File: src/rtl/arb2_burst_ctrl.sv
// arb2_burst_ctrl: downstream stage of the two-client arbiter.
// Captures the winning grant while idle, runs that client's burst of len+1
// beats on the shared target with a valid/ready handshake, then pulses the
// owning client's done for one cycle. Every output is decoded from
// registered state, so grant, length and ready inputs never reach an output
// combinationally.
module arb2_burst_ctrl #(
  parameter int LW = 4
) (
  input  logic          clk,
  input  logic          rst,
  input  logic          gnt1,
  input  logic          gnt2,
  input  logic [LW-1:0] len1,
  input  logic [LW-1:0] len2,
  input  logic          tgt_rdy,
  output logic          tgt_vld,
  output logic          tgt_sel,
  output logic          tgt_last,
  output logic [LW-1:0] beat_cnt,
  output logic          done1,
  output logic          done2,
  output logic          busy,
  output logic          err
);

  typedef enum logic [1:0] {
    IDLE = 2'd0,
    XFER = 2'd1,
    DONE = 2'd2
  } state_t;

  state_t        state_q,    state_d;
  logic [LW-1:0] beat_cnt_q, beat_cnt_d;
  logic [LW-1:0] len_q,      len_d;
  logic          sel_q,      sel_d;
  logic          err_q,      err_d;

  logic          at_last;

  // The final beat is reached when the counter equals the latched length;
  // the counter never has to pass 2^LW-1, so it cannot wrap inside a burst.
  assign at_last = (beat_cnt_q == len_q);

  // Next-state and datapath updates: capture in IDLE, count in XFER.
  always_comb begin
    // NOTE: every variable gets a default before the case so that no path
    // leaves it unassigned, which would otherwise infer a latch.
    state_d    = state_q;
    beat_cnt_d = beat_cnt_q;
    len_d      = len_q;
    sel_d      = sel_q;
    err_d      = err_q;

    case (state_q)
      IDLE: begin
        if (gnt1) begin
          // Client 1 wins a simultaneous grant; the collision is sticky.
          sel_d      = 1'b0;
          len_d      = len1;
          beat_cnt_d = '0;
          state_d    = XFER;
          if (gnt2) err_d = 1'b1;
        end else if (gnt2) begin
          sel_d      = 1'b1;
          len_d      = len2;
          beat_cnt_d = '0;
          state_d    = XFER;
        end
      end
      XFER: begin
        if (tgt_rdy) begin
          if (at_last) state_d    = DONE;
          else         beat_cnt_d = beat_cnt_q + LW'(1);
        end
      end
      DONE:    state_d = IDLE;
      default: state_d = IDLE;
    endcase
  end

  // State and datapath registers; reset aborts any burst without a done.
  always_ff @(posedge clk or negedge rst) begin
    if (!rst) begin
      state_q    <= IDLE;
      beat_cnt_q <= '0;
      len_q      <= '0;
      sel_q      <= 1'b0;
      err_q      <= 1'b0;
    end else begin
      // NOTE: non-blocking assignments so every flop samples the pre-edge
      // values regardless of statement order.
      state_q    <= state_d;
      beat_cnt_q <= beat_cnt_d;
      len_q      <= len_d;
      sel_q      <= sel_d;
      err_q      <= err_d;
    end
  end

  assign tgt_vld  = (state_q == XFER);
  assign tgt_last = (state_q == XFER) && at_last;
  assign tgt_sel  = sel_q;
  assign beat_cnt = beat_cnt_q;
  assign done1    = (state_q == DONE) && !sel_q;
  assign done2    = (state_q == DONE) &&  sel_q;
  assign busy     = (state_q != IDLE);
  assign err      = err_q;

endmodule

File: config.mk
export PLATFORM = sky130hd
export DESIGN_NAME = arb2_burst_ctrl
export DESIGN_NICKNAME = d
export VERILOG_FILES = /design/src/rtl/arb2_burst_ctrl.sv
export SDC_FILE = /design/constraint.sdc
export NUM_CORES = 1
export LEC_CHECK = 0
export ABC_AREA = 0
export ABC_CLOCK_PERIOD_IN_PS = 2500
export CORE_MARGIN = 2
export CORE_UTILIZATION = 45
export DETAILED_ROUTE_END_ITERATION = 8
export MAX_ROUTING_LAYER = met4
export PLACE_DENSITY = 0.81
export RECOVER_POWER = 25
export SLEW_MARGIN = 20
export SYNTH_ARGS = -nofsm -noshare
export SYNTH_HDL_FRONTEND = slang
export SYNTH_SLANG_ARGS = --single-unit
File: constraint.sdc
create_clock -name clk -period 2.5 [get_ports clk]
set_clock_uncertainty 0.2 [all_clocks]
set_input_delay 0.625 -clock clk [delete_from_list [all_inputs] [get_ports clk]]
set_output_delay 0.625 -clock clk [all_outputs]
set_load 0.005 [all_outputs]
==> impl_metrics.py <==
metrics = {
    "layout": {
        "layout_common_cells": "21 x clkdlybuf4s50_1, 9 x dfrtp_1, 7 x nor2_1, 7 x a21oi_1, 7 x buf_4",
        "final_area_um2": 1020,
        "antenna_cells": 0,
        "final_util_pct": 76.4,
        "final_common_cell": "clkdlybuf4s50_1",
        "final_nets": 112,
        "final_layout_size_suffix_gt1_share_pct": 24.7,
        "area_delta_synth_final_pct": 54.2,
    },
    "yosys": {
        "ys_seq_elements": 12,
        "yosysUniqueCellTypes": 29,
        "synth-edff-count": 0,
        "synth_area_per_cell_um2": 10.2,
        "netlist_instances": 65,
        "yosys_warnings": 0,
        "synthArstFlopShare_pct": 100,
        "synth_area_um2": 661,
        "ys.flop_type": "dfrtp_1",
        "ys_seq_area_share_pct": 45.5,
        "syn-num-nets": 79,
    },
    "min_path": {
        "min_path_type": "flip-flop to flip-flop",
        "holdCritStartpoint": "err",
    },
    "sta": {
        "slew_headroom_pct": 63.6,
        "worstMarginPinSlew_ns": 0.544,
        "hold_violations": 0,
        "setup_violations": 0,
        "finalCritPeriodShare_pct": 98.1,
        "clock.fmax_mhz": 408,
        "slew_violations": 0,
        "fin_crit_ns": 2.45,
    },
    "routing": {
        "postRouteAntennaNets": 0,
        "num_vias": 628,
        "routed_wl_um": 1660,
        "vias_per_cell": 5.61,
        "wire_per_inst_um": 14.8,
        "dr.pass1.iters": 4,
        "drtIter0Drc": 15,
        "drc": 0,
    },
    "clock_network": {
        "clock-root-buffer": "clkbuf_4",
        "clkTransAtPathRegs_ns": 0.08,
        "numCtsBuffers": 3,
        "cts_tree": "built",
        "clock_latency_ns": 0.28,
        "cts_max_path_buffers": 2,
        "clock_sinks": 12,
        "cts_htree_levels": 1,
    },
    "floorplanning": {
        "start_util_pct": 49.5,
        "die_x_um": 42.3,
        "coreArea_um2": 1330,
        "rows": 13,
        "die_area_um2": 1790,
        "fp.dieH_um": 42.3,
        "pin_count": 24,
    },
    "power_and_ir_drop": {
        "pwr-share-comb_pct": 54.2,
        "seqPwrFrac_pct": 33.2,
        "p_int_w": 0.000771,
        "powerDensity_nw_per_um2": 1200,
        "switchingPower_w": 0.000448,
        "clkPwrFrac_pct": 12.6,
        "total_power_w": 0.00122,
        "swShare_pct": 36.8,
        "ir_drop_mv": 0.696,
        "leakage_nw": 0.474,
    },
    "setup_path": {
        "required_ns": 1.67,
        "critPathLaunchType": "flip-flop",
        "critical_path.startpoint": "state_q[0]",
        "r2r-start": "state_q[0]",
        "cp-end-kind": "primary output",
        "cp_max_fo": 11,
        "worstPathArrival_ns": 1.63,
        "critPathKind": "flip-flop to primary output",
    },
    "global_route": {
        "grt_pass1_vias": 552,
        "grt_pass1_wl_um": 2440,
        "antenna_found_initial": 0,
        "grt_usage_pct": 19.3,
        "grt_start_max_net_pins": 13,
        "overflow": 0,
    },
    "place": {
        "io_buffers": 23,
        "dp_hpwl_um": 1080,
        "place_area_um2": 916,
        "place_congestion": 0.863,
    },
    "run_status": {
        "status": "finished, final reports clean",
    },
    "flow_run": {
        "maxCapViolations": 0,
    },
}
==> routing by layer <==
metal | part of all wire [%] | global-route usage (%) | vias up
li1 | - | - | 301
met1 | 41 | 21.7 | 288
met2 | 49 | 31.4 | 35
met3 | 7.0 | 8.19 | 4
met4 | 2.1 | 5.63 | 0
met5 | 0 | - | -
==> worst max-delay path: stages (launching register included) <==
cell             delay, ns
dfrtp_1               0.58
nand2b_1              0.17
inv_1                 0.10
clkdlybuf4s50_1       0.50
==> flip-flops by register name, summed over array words and instances, names as in the netlist <==
signal,cells
len_q,4
beat_cnt,4
tgt_sel,1
err,1
state_q,2
==> synth_stat cells (2+ instances only) <==
cell type  count  area share, %
nor2_1         7            4.0
a211o_1        2            2.7
a21oi_1        7            5.3
mux2i_1        4            6.1
nor4_1         2            1.9
inv_1          2            1.1
dfrtp_1       12             45
nand2b_1       3            2.8
xnor2_1        4            5.3
nand2_1        3            1.7
==> per-stage QoR <==
step	hold slack [ns]	setup slack [ns]	std cells	setup TNS, ns
final	0.288	0.0473	112	0
after global routing	0.325	-0.0178	112	-0.0178
after CTS	0.296	0.00169	108	0
after detailed placement	0.278	0.180	104	0
after global placement	0.262	0.196	104	0
after floorplan	0.129	0.668	65	0
==> cells by family after synthesis <==
kind of cell             Yosys count  share of synthesized area, %
flip-flops                        12                          45.5
AO/OA/AOI/OAI                     15                          15.2
XOR/XNOR                           4                          5.30
buffers and inverters              5                          4.17
adder cells (fa/ha/maj)            1                          1.89
AND/OR/NAND/NOR                   23                          19.7
multiplexers                       5                          8.33
==> path summary, 6_finish.rpt <==
check                      slack (ns)           to  cells past startpoint
setup / recovery                 0.05      tgt_vld                      3
hold / removal                   0.29          err                      1
setup reg to reg                 0.72  beat_cnt[0]                      4
hold reg to reg                  0.29          err                      1
max in group asynchronous        1.13  beat_cnt[2]                      1
min in group asynchronous        0.56          err                      1
==> what timing repair did <==
action | 4_1_cts | 5_1_grt
pin swaps | 1 | 3
resized for setup | 4 | 4
buffers inserted | 0 | 4
hold buffers | 0 | 0
endpoints found under the setup margin | 1 | 1
==> power groups by stage <==
stage / registers (W) / clock network, W / logic (W)
after floorplan: 0.000360 / 0 / 0.000333
after global placement: 0.000386 / 0 / 0.000537
after detailed placement: 0.000387 / 0 / 0.000546
after CTS: 0.000399 / 0.000157 / 0.000581
after global routing: 0.000418 / 0.000162 / 0.000718
final: 0.000405 / 0.000154 / 0.000660
==> cell type report <==
type	instances	area, µm²
fillers	95	315
clock buffers	4	36.3
repair buffers	30	285
multi-input cells	48	363
well taps	15	18.8
flip-flops and latches	12	304
inverters	3	11.3
No activity file was read; power rests on OpenSTA's default activity.
